**src/rtl/instr_encoder.sv**
```systemverilog
// instr_encoder: packs structured RV32I instruction fields into machine words and streams them into instruction memory.
module instr_encoder #(
  parameter int                ADDR_W    = 32,
  parameter logic [ADDR_W-1:0] BASE_ADDR = '0,
  parameter int                DEPTH     = 1024,
  localparam int               CW        = $clog2(DEPTH) + 1
) (
  input  logic              clk,
  input  logic              rst,
  input  logic              start,
  input  logic              fin,
  input  logic              enc_vld,
  output logic              enc_rdy,
  input  logic [3:0]        kind,
  input  logic [2:0]        funct3,
  input  logic              alt,
  input  logic [4:0]        rd,
  input  logic [4:0]        rs1,
  input  logic [4:0]        rs2,
  input  logic [31:0]       imm,
  output logic              imem_wr_en,
  output logic [ADDR_W-1:0] imem_addr,
  output logic [31:0]       imem_wdata,
  output logic [CW-1:0]     word_cnt,
  output logic              done,
  output logic              err,
  output logic [1:0]        err_code
);
  typedef enum logic [1:0] {IDLE, RUN, DONE} state_t;
  state_t state, state_nx;
  logic [31:0] word;
  logic [1:0] code;
  logic [6:0] f7;
  logic shift, i_ok, b_ok, j_ok, f3_bad, range_bad, mis, xfer, ok;
  assign enc_rdy = (state == RUN) && (word_cnt < CW'(DEPTH));
  assign done = state == DONE;
  assign xfer = enc_vld && enc_rdy;
  assign ok = code == 2'd0;
  always_comb begin
    word = '0;
    f3_bad = 1'b0;
    range_bad = 1'b0;
    mis = 1'b0;
    f7 = alt ? 7'h20 : 7'h00;
    shift = kind == 4'd1 && (funct3 == 3'd1 || funct3 == 3'd5);
    i_ok = imm == {{20{imm[11]}}, imm[11:0]};
    b_ok = imm == {{19{imm[12]}}, imm[12:0]};
    j_ok = imm == {{11{imm[20]}}, imm[20:0]};
    case (kind)
      4'd0: word = {f7, rs2, rs1, funct3, rd, 7'h33};
      4'd1: begin
        word = shift ? {f7, imm[4:0], rs1, funct3, rd, 7'h13} : {imm[11:0], rs1, funct3, rd, 7'h13};
        f3_bad = shift && alt && funct3 == 3'd1;
        range_bad = shift ? |imm[31:5] : !i_ok;
      end
      4'd2: begin
        word = {imm[11:0], rs1, funct3, rd, 7'h03};
        f3_bad = funct3 == 3'd3 || funct3[2:1] == 2'b11;
        range_bad = !i_ok;
      end
      4'd3: begin
        word = {imm[11:0], rs1, funct3, rd, 7'h67};
        f3_bad = funct3 != 3'd0;
        range_bad = !i_ok;
      end
      4'd4: begin
        word = {imm[11:5], rs2, rs1, funct3, imm[4:0], 7'h23};
        f3_bad = funct3 > 3'd2;
        range_bad = !i_ok;
      end
      4'd5: begin
        word = {imm[12], imm[10:5], rs2, rs1, funct3, imm[4:1], imm[11], 7'h63};
        f3_bad = funct3[2:1] == 2'b01;
        range_bad = !b_ok;
        mis = imm[0];
      end
      4'd6: begin
        word = {imm[20], imm[10:1], imm[11], imm[19:12], rd, 7'h6F};
        range_bad = !j_ok;
        mis = imm[0];
      end
      4'd7: begin
        word = {imm[31:12], rd, 7'h37};
        range_bad = |imm[11:0];
      end
      4'd8: begin
        word = {imm[31:12], rd, 7'h17};
        range_bad = |imm[11:0];
      end
      default: f3_bad = 1'b1;
    endcase
    // misalignment outranks range so an odd out-of-range target still reports code 3
    code = f3_bad ? 2'd1 : mis ? 2'd3 : range_bad ? 2'd2 : 2'd0;
  end
  always_comb begin
    state_nx = state;
    if (start)
      state_nx = RUN;
    else if (state == RUN && (fin || (xfer && ok && word_cnt == CW'(DEPTH - 1))))
      state_nx = DONE;
  end
  always_ff @(posedge clk) begin
    if (rst) begin
      state <= IDLE;
      word_cnt <= '0;
      err <= 1'b0;
      err_code <= 2'd0;
      imem_wr_en <= 1'b0;
      imem_addr <= '0;
      imem_wdata <= '0;
    end else begin
      state <= state_nx;
      imem_wr_en <= xfer && ok;
      if (xfer && ok) begin
        imem_addr <= BASE_ADDR + ADDR_W'({word_cnt, 2'b00});
        imem_wdata <= word;
      end
      if (start) begin
        word_cnt <= '0;
        err <= 1'b0;
        err_code <= 2'd0;
      end else if (xfer && ok) begin
        word_cnt <= word_cnt + CW'(1);
      end else if (xfer && !err) begin
        err <= 1'b1;
        err_code <= code;
      end
    end
  end
endmodule
```
**config.mk**
```make
export PLATFORM = sky130hd
export DESIGN_NAME = instr_encoder
export DESIGN_NICKNAME = d
export VERILOG_FILES = /design/src/rtl/instr_encoder.sv
export SDC_FILE = /design/constraint.sdc
export NUM_CORES = 1
export LEC_CHECK = 0
export ABC_AREA = 0
export ABC_CLOCK_PERIOD_IN_PS = 2300
export CAP_MARGIN = 30
export CELL_PAD_IN_SITES_DETAIL_PLACEMENT = 1
export CELL_PAD_IN_SITES_GLOBAL_PLACEMENT = 1
export CORE_MARGIN = 3
export CORE_UTILIZATION = 28
export CTS_CLUSTER_DIAMETER = 200
export CTS_CLUSTER_SIZE = 40
export DETAILED_ROUTE_END_ITERATION = 7
export PLACE_DENSITY = 0.82
export SYNTH_ARGS = -nofsm -noshare
export SYNTH_HDL_FRONTEND = slang
export SYNTH_SLANG_ARGS = --single-unit
```
**constraint.sdc**
```tcl
create_clock -name clk -period 2.3 [get_ports clk]
set_input_delay 0.46 -clock clk [delete_from_list [all_inputs] [get_ports clk]]
set_output_delay 0.46 -clock clk [all_outputs]
set_load 0.02 [all_outputs]
```
==> impl_metrics.toml <==
[floorplanning]
coreArea_sq_mm = 0.0127
initial_core_util = 0.288
die_area_sq_mm = 0.0145
io_pins = 141
die_w_microns = 120
rows = 41
fp.dieH_microns = 120

[yosys]
ys.flop_type = "dfxtp_1"
synth_cell_types = 62
synth_edf_count = 0
ys_seq_area_frac = 0.322
syn_area_per_cell_sq_um = 7.72
ys_ff_latch = 59
synth_area_sq_mm = 0.00366
yosys_warnings = 0
async_reset_ff_frac = 0
synthCells = 475

[timing]
setup-violations-final = 8
skew_ps = 6.35
finalWorstSetupSlack_ps = -86.8
drv_slew = 0
period_share = 1.04
rsz0062_at_grt = "true"
hold_viol = 0
fmax_ghz = 0.419
fin_crit_ps = 2390

[drt]
detail-route-antenna-nets = 0
drc_errors = 0
vias = 4929
drt_iter0_drc = 383
drt-vias-per-instance = 5.74
dr.pass1.iters = 5
drt-wirelength-per-cell_microns = 22.3
wl_mm = 19.1

[power]
p_leak_nw = 2.43
p_total_mw = 3.40
power.density_mw_per_mm2 = 520
irDropWorstVdd_uv = 398

[setup_path]
cp-end-kind = "flip-flop"
cpMostUsedCell = "or4_4"
worstPathRequired_ps = 2560
start_kind = "input pin"
critical_path.cell_chain = "buf_2, nor4_4, buf_4, nand2_4, or4_4, nand3_4, a31oi_4, buf_12, or4_4, a21oi_2"
crit_fanout = 7
critPathSlowestCell = "or4_4"
path_class = "input pin to flip-flop"
worstPathArrival_ps = 2640
cpPeakStageDelay_ps = 490

[clocking]
cts_buffers = 9
cts_hold_buffers = 0
cts_root_buf = "clkbuf_16"
cts_htree_levels = 3
clock_latency_ps = 330
clk_pin_slew_worst_paths_ps = 60
cts_tree = "done"
cts.path.max_buffers = 2
cts_sinks = 59

[placed_design]
dpl_cell_area_sq_mm = 0.00555
pre_cts_slack_ps = -999
portBuffers = 119
dp.cells = 817
gp_congestion = 0.922
post-dp-hpwl_mm = 11.9

[grt]
gr-usage-met2 = 0.419
grt_pass1_vias = 4986
grt_pass1_wl_mm = 27.2
gr-total-overflow = 0
grt.busiest_layer = "met2"
antenna_found_initial = 0
groute.layer.met1.usage = 0.271
met3_usage = 0.0430
grt_max_degree = 32
track_usage = 0.236

[run_status]
violations = "negative setup slack"
status = "finished with violations"

[finish]
fin_nets = 744
utilization = 0.514
final_cells = 859
layout_common_cells = "buf_4, clkdlybuf4s50_1, a21oi_1, dfxtp_1, nor2_1"
antennaDiodeCount = 0
drive_gt1_frac = 0.345
areaGrowthSynthToFinish_pct = 78.5
layout_commonest_cell = "buf_4"
final_cell_area_sq_mm = 0.00654

[worst_hold_path]
worstHoldPathType = "input pin to flip-flop"

[run]
maxCapViolCount = 0
[cell usage after synthesis (3+ instances only)]
cell / instances / share of area
a211oi_1: 15 / 0.031
buf_4: 23 / 0.047
a21oi_1: 72 / 0.098
buf_2: 13 / 0.018
and2_1: 3 / 0.0051
nand2_1: 19 / 0.019
a222oi_1: 5 / 0.014
a311oi_1: 7 / 0.017
o31ai_1: 4 / 0.0082
o22ai_1: 10 / 0.017
o41ai_1: 4 / 0.0096
inv_1: 10 / 0.010
and3_1: 3 / 0.0051
nor3_1: 20 / 0.027
a22oi_1: 14 / 0.029
o311ai_0: 3 / 0.0072
a31o_2: 4 / 0.0096
nor2_1: 27 / 0.028
nand3b_1: 4 / 0.0082
nand2b_1: 4 / 0.0068
nand3_1: 22 / 0.030
nor2b_1: 10 / 0.017
or3_1: 10 / 0.017
mux2_2: 4 / 0.012
or4_1: 3 / 0.0061
nand4_1: 7 / 0.012
o21ai_0: 19 / 0.026
dfxtp_1: 59 / 0.32
a31oi_1: 3 / 0.0051
nor4_1: 12 / 0.020
clkbuf_1: 24 / 0.025
[power breakdown]
part           internal [mW]  switching [mW]
Combinational          0.419           0.511
Sequential              1.05          0.0212
Clock                  0.896           0.501
Total                   2.36            1.03
[stage by stage]
step                hold WS (ps)  setup TNS [ps]
floorplan                    509               0
global placement             467          -43660
detailed placement           484          -47980
CTS                          435               0
global route                 452           -1650
finish                       441            -260
[per-layer routing]
| layer | vias to the layer above | wire, microns |
|---|---|---|
| met4 | 0 | 815 |
| met2 | 256 | 9850 |
| met1 | 2424 | 7270 |
| li1 | 2177 | - |
| met5 | - | 0 |
| met3 | 72 | 1190 |
[worst max-delay path: cells and delay by family]
kind / cells / cell delay, ps
and+or+nand+nor: 5 / 1400
buffers and inverters: 3 / 480
AOI/OAI and AO/OA: 2 / 280
[cell type report]
class,count,area [sq um]
fill,1517,6180
multi-input combinational,363,2680
timing repair buffer,239,2130
sequential,59,1180
clock buffer,12,256
tap,172,215
clock inverter,4,48.8
inverter,10,37.5
[logic make-up after synthesis]
group | after synthesis | share of synthesized area
flops | 59 | 0.322
simple gates | 157 | 0.234
xor+xnor | 1 | 0.00239
fa+ha+maj | 2 | 0.00683
other cells | 1 | 0.00102
mux | 4 | 0.0123
buf+inv | 73 | 0.105
compound gates | 178 | 0.317
[flip-flops by register name (all words and copies together), names as in the netlist]
name / cells
imem_wdata: 31
imem_addr: 11
word_cnt: 11
err_code: 2
state: 2
err: 1
imem_wr_en: 1
[worst paths after layout]
check | end | cells past startpoint | slack, ps | start
worst min register to register | imem_addr[7]$_SDFFE_PP0P_ | 2 | 490 | imem_addr[7]$_SDFFE_PP0P_
worst max-delay path | word_cnt[3]$_SDFFE_PP0P_ | 10 | -90 | imm[24]
worst max register to register | word_cnt[8]$_SDFFE_PP0P_ | 8 | 100 | state[0]$_SDFFE_PP0P_
worst min-delay path | imem_wdata[25]$_SDFFE_PP0P_ | 3 | 440 | imm[5]
[what timing repair did]
item,4_1_cts,5_1_grt
gates resized for setup,157,94
setup buffers,13,12
gates cloned,3,0
pin swaps,35,37
endpoints found under the setup margin,59,59
endpoints found under the hold margin,0,0
Note: power is estimated with default switching activity, not from simulation.
